[config.mk]
export PLATFORM = sky130hd
export DESIGN_NAME = key_step_debouncer
export DESIGN_NICKNAME = d
export VERILOG_FILES = /design/src/rtl/key_step_debouncer.sv
export SDC_FILE = /design/constraint.sdc
export NUM_CORES = 1
export LEC_CHECK = 0
export ABC_AREA = 1
export ABC_CLOCK_PERIOD_IN_PS = 2200
export BUFFER_PORTS_ARGS = -buffer_cell sky130_fd_sc_hd__buf_2
export CORE_MARGIN = 3
export CORE_UTILIZATION = 50
export CTS_CLUSTER_DIAMETER = 100
export DETAILED_ROUTE_END_ITERATION = 16
export MAX_ROUTING_LAYER = met4
export PLACE_DENSITY = 0.72
export SLEW_MARGIN = 20
export SYNTH_ARGS = -nofsm -noshare
export SYNTH_HDL_FRONTEND = slang
export SYNTH_SLANG_ARGS = --single-unit
[constraint.sdc]
create_clock -name clk -period 2.2 [get_ports clk]
set_input_delay 0.44 -clock clk [delete_from_list [all_inputs] [get_ports clk]]
set_output_delay 0.44 -clock clk [all_outputs]
set_load 0.005 [all_outputs]
[src/rtl/key_step_debouncer.sv]
// key_step_debouncer
// Conditions the raw step push-button and serial-input switch for the
// sequence-detector FSMs. Both inputs pass through a 2-FF synchroniser. The
// button is then debounced by a 4-state FSM that issues one single-cycle step
// pulse per accepted press. The pulse is accompanied by the synchronised w
// sample and a wrap-around step count.
module key_step_debouncer #(
  parameter int DEBOUNCE_CYCLES = 1000000,
  parameter int CNT_W           = 8
) (
  input  logic             clk,
  input  logic             Reset,
  input  logic             key_n,
  input  logic             w_raw,
  output logic             step,
  output logic             w_out,
  output logic             held,
  output logic [CNT_W-1:0] step_count
);

  // Counter is wide enough to hold DEBOUNCE_CYCLES, but it only ever reaches
  // DEBOUNCE_CYCLES-1 before the FSM leaves the check state.
  localparam int DC_W = (DEBOUNCE_CYCLES > 1) ? $clog2(DEBOUNCE_CYCLES + 1) : 1;
  localparam logic [DC_W-1:0] CNT_MAX = DC_W'(DEBOUNCE_CYCLES - 1);
  localparam logic [DC_W-1:0] CNT_ONE = DC_W'(1);

  localparam logic [1:0] ST_IDLE      = 2'd0;
  localparam logic [1:0] ST_PRESS_CHK = 2'd1;
  localparam logic [1:0] ST_HELD      = 2'd2;
  localparam logic [1:0] ST_REL_CHK   = 2'd3;

  logic            key_meta_r;
  logic            key_sync_r;
  logic            w_meta_r;
  logic            w_sync_r;
  logic [1:0]      state_r;
  logic [1:0]      state_nxt_s;
  logic [DC_W-1:0] cnt_r;
  logic [DC_W-1:0] cnt_inc_s;
  logic [DC_W-1:0] cnt_nxt_s;
  logic            press_s;
  logic            accept_s;
  logic            held_nxt_s;

  // Two-stage synchronisers. The key chain resets to "released" (high).
  always_ff @(posedge clk or posedge Reset) begin
    if (Reset) begin
      key_meta_r <= 1'b1;
      key_sync_r <= 1'b1;
      w_meta_r   <= 1'b0;
      w_sync_r   <= 1'b0;
    end else begin
      key_meta_r <= key_n;
      key_sync_r <= key_meta_r;
      w_meta_r   <= w_raw;
      w_sync_r   <= w_meta_r;
    end
  end

  // Debounce FSM next-state logic; accept_s marks the single accepting edge.
  always_comb begin
    press_s     = ~key_sync_r;
    state_nxt_s = state_r;
    cnt_inc_s   = cnt_r;
    accept_s    = 1'b0;
    case (state_r)
      ST_IDLE: begin
        if (press_s) begin
          state_nxt_s = ST_PRESS_CHK;
        end else begin
          state_nxt_s = ST_IDLE;
        end
      end
      ST_PRESS_CHK: begin
        if (!press_s) begin
          state_nxt_s = ST_IDLE;
        end else if (cnt_r == CNT_MAX) begin
          state_nxt_s = ST_HELD;
          accept_s    = 1'b1;
        end else begin
          cnt_inc_s   = cnt_r + CNT_ONE;
        end
      end
      ST_HELD: begin
        if (!press_s) begin
          state_nxt_s = ST_REL_CHK;
        end else begin
          state_nxt_s = ST_HELD;
        end
      end
      ST_REL_CHK: begin
        if (press_s) begin
          state_nxt_s = ST_HELD;
        end else if (cnt_r == CNT_MAX) begin
          state_nxt_s = ST_IDLE;
        end else begin
          cnt_inc_s   = cnt_r + CNT_ONE;
        end
      end
      default: begin
        state_nxt_s = ST_IDLE;
      end
    endcase
    // Any state change restarts the stability count.
    cnt_nxt_s  = (state_nxt_s != state_r) ? {DC_W{1'b0}} : cnt_inc_s;
    held_nxt_s = (state_nxt_s == ST_HELD) || (state_nxt_s == ST_REL_CHK);
  end

  // State, counter and registered outputs.
  always_ff @(posedge clk or posedge Reset) begin
    if (Reset) begin
      state_r    <= ST_IDLE;
      cnt_r      <= {DC_W{1'b0}};
      step       <= 1'b0;
      held       <= 1'b0;
      w_out      <= 1'b0;
      step_count <= {CNT_W{1'b0}};
    end else begin
      state_r <= state_nxt_s;
      cnt_r   <= cnt_nxt_s;
      step    <= accept_s;
      held    <= held_nxt_s;
      if (accept_s) begin
        w_out      <= w_sync_r;
        step_count <= step_count + CNT_W'(1);
      end
    end
  end

endmodule

==> metrics.md <==
| Metric | Value |
|---|---|
| Final hold violation count | `0` |
| Setup total negative slack | `0 ns` |
| Area Growth Syn to Fin | `12.1%` |
| Pins over their slew limit | `0` |
| Syn_area_per_cell | `8.27 um^2` |
| Synth Register Bits | `36` |
| Drt wl/cell | `~11 um` |
| Seq/Total Area, Yosys | `around 49%` |
| DRC viols | `0` |
| Mapped cell area | `between 1500 and 2000 um^2` |
| Largest area contributor in the netlist | `dfrtp_1` |
| Final #Nets | `around 250` |
| Min cycle time layout | `roughly 1.7 ns` |
| Worst Skew | `between 0.004 and 0.005 ns` |
| Clk pin slew, worst setup/hold paths | `0.07 ns` |
| Worst-path fanout max | `13` |
| Register share of total power | `between 50% and 60%` |
| GRT Residual Overflow | `0` |
| IO Port Bufs | `14` |
| Ys Warns | `0` |
| Cell Chain, Critical Path | `ha_1, nand3_1, nor2_2, nand3_4, nand3_2, nand2_2, inv_2, nor2_1` |
| Core area | `approximately 3400 um^2` |
| Comb pwr share | `under 10%` |
| Rel. slew slack | `between 70% and 80%` |
| WS Path Type | `reg -> reg` |
| Hold Slack | `about 0.23 ns` |
| CTS tree | `built` |
| Horiz. Die Dim | `roughly 67 um` |
| First-pass GRT wire length | `between 5000 and 6000 um` |
| Place WS | `around 0.46 ns` |
| Reg-to-reg critical path startpoint | `cnt_r[0]` |
| VDD IR-drop max | `about 0.00044 V` |
| Worst setup SP type | `flip-flop` |
| Leak Pwr | `1.01 nW` |
| Clock latency on the worst-skew pair | `between 0.2 and 0.3 ns` |
| ANT cells | `0` |
| Post-CTS setup buffer count | `0` |
| Die Ht | `66.7 um` |
| Commonest non-fill, non-tap cells in the layout | `nand2_1, nor2_1, dfrtp_1, inv_1` |
| Outcome | `finished clean` |
| Buf/Inv on CP | `1` |
| Root Driver | `clkbuf_8` |
| Hold WC Path Type | `in -> async` |
| Worst Setup End Kind | `flip-flop` |
| RSZ-0062 raised after global routing | `false` |
| Vias/cell | `~4.8` |
| Required @ worst endpoint | `roughly 2.4 ns` |
| CTS Hold Buffers Added | `0` |
| CP max stage delay | `0.39 ns` |
| R2R setup slack | `0.48 ns` |
| Period utilisation layout | `approximately four fifths` |
| Placer Congestion | `between 0.8 and 0.9` |
| Die area | `about 4500 um^2` |
| Post-DP HPWL | `roughly 2400 um` |
| Filler Cell Count | `320` |
| Delay-heaviest family, CP | `simple AND/OR/NAND/NOR gates` |
| Antenna violation net count after detailed routing | `0` |
| Clk pwr share | `44.6%` |
| Net Switching | `between 0.2 and 0.3 mW` |
| Largest net degree at the start of global routing | `37` |
| Vias in the first global route | `1262` |
| Distinct cells, synth | `25` |
| Area contributors post-synth | `dfrtp_1, nand2_1, nor2_1` |
| P_int | `between 1 and 1.5 mW` |
| DR vias | `around 1400` |
| Gr usage total | `roughly 18%` |
| Longest Clk Path Bufs | `2` |
| Achievable Freq | `581 MHz` |
| Switching part of the total | `21.7%` |
| CTS Buf Count | `5` |
| Post-synthesis instance total | `~220` |
| WP data arrival | `roughly 1.9 ns` |
| Syn nets | `approximately 230` |
| Worst slew pin tran | `between 0.4 and 0.5 ns` |
| Initial core utilization | `53.6%` |
| PD cells | `628 nW/um^2` |
| Post_cts resized | `0` |
| MaxCap Viol Count | `0` |
| Area fraction of the dominant cell type after synthesis | `approximately 46%` |
| Clock Sinks | `36` |
| Rows | `21` |
| R2r endpoint | `cnt_r[15]` |
| Top-level port count | `15` |
| Share of layout cells above drive strength 1 | `15.6%` |
| Slowest cell on crit path | `dfrtp_1` |
| Final setup vio count | `0` |
| Commonest non-fill, non-tap cell in the layout | `nand2_1` |
| 1st-iter DRT viols | `between 90 and 100` |
| Routed Wire Length | `3290 um` |
| H-tree Lvls | `2` |
| Worst reg-to-reg path cell count | `8` |
| Final worst setup slack | `~0.48 ns` |
| Initial antenna violation count | `0` |
| DR pass1 iterations | `4` |
## synthesized netlist by cell type (all sizes together)
cell     n
xor2    14
inv     26
o21bai   1
nand3   13
ha       2
a31oi    1
nand3b   4
nor3     1
o21ai    8
a21oi    1
dfstp    2
and3     1
nand4    6
xnor2    3
dfrtp   34
nand2   60
nor2    44
buf      2
## metal layers
| metal | track usage (%) | vias up | share of wire, % |
|---|---|---|---|
| met3 | 4.55 | 7 | 4.0 |
| li1 | - | 732 | - |
| met5 | - | - | 0 |
| met4 | 9.64 | 0 | 2.2 |
| met1 | 22.7 | 623 | 51 |
| met2 | 25.0 | 27 | 43 |
## cells by family after synthesis
logic type | after synthesis | share of synthesized area (%)
XOR/XNOR | 17 | 8.07
AND/OR/NAND/NOR | 129 | 31.9
flip-flops | 36 | 49.0
buffers and inverters | 28 | 6.51
AO/OA/AOI/OAI | 11 | 3.19
adder cells (fa/ha/maj) | 2 | 1.36
## metrics by stage
stage               power [mW]  instances  util (%)  area [um^2]
detailed placement       0.733        282      56.9         1960
CTS                       1.31        290      60.1         2070
floorplan                0.722        223         -         1840
finish                    1.30        290      60.1         2070
global route              1.34        290      60.1         2070
global placement         0.733        282      56.9         1960
## flip-flops by register name, indices dropped and copies added (netlist names)
name and count:
state_r 1, step_count 8, w_sync_r 1, w_meta_r 1
held 1, key_meta_r 1, step 1, w_out 1
cnt_r 20, key_sync_r 1
## final cells by class
| type | instances | area, um^2 | area share, % |
|---|---|---|---|
| Tap cell | 46 | 57.6 | 2.78 |
| Clock inverter | 3 | 42.5 | 2.06 |
| Clock buffer | 5 | 68.8 | 3.33 |
| Inverter | 26 | 97.6 | 4.72 |
| Multi-Input combinational cell | 159 | 821 | 39.7 |
| Timing Repair Buffer | 15 | 77.6 | 3.75 |
| Sequential cell | 36 | 903 | 43.7 |
## power groups by stage
stage | Sequential [mW] | Clock [mW] | Combinational, mW
after CTS | 0.676 | 0.591 | 0.0446
final | 0.676 | 0.579 | 0.0428
after global placement | 0.689 | 0 | 0.0440
after floorplan | 0.688 | 0 | 0.0347
after detailed placement | 0.689 | 0 | 0.0443
after global routing | 0.677 | 0.616 | 0.0504
## worst register-to-register path: stages (launching register included)
cell and delay [ns]:
dfrtp_1 0.39, ha_1 0.21, nand3_1 0.10, nor2_2 0.23
nand3_4 0.18, nand3_2 0.12, nand2_2 0.10, inv_2 0.21
nor2_1 0.08
## worst max-delay path by stage
stage              from        end  slack (ns)  cells past startpoint
2_1_floorplan  cnt_r[0]  cnt_r[16]        0.70                      9
3_3_place_gp   cnt_r[0]  cnt_r[13]        0.55                      8
3_5_place_dp   cnt_r[0]  cnt_r[15]        0.46                      8
4_1_cts        cnt_r[0]  cnt_r[15]        0.45                      8
5_1_grt        cnt_r[0]  cnt_r[15]        0.34                      8
6_report       cnt_r[0]  cnt_r[15]        0.48                      8
Power figures use the tool's default switching activity.
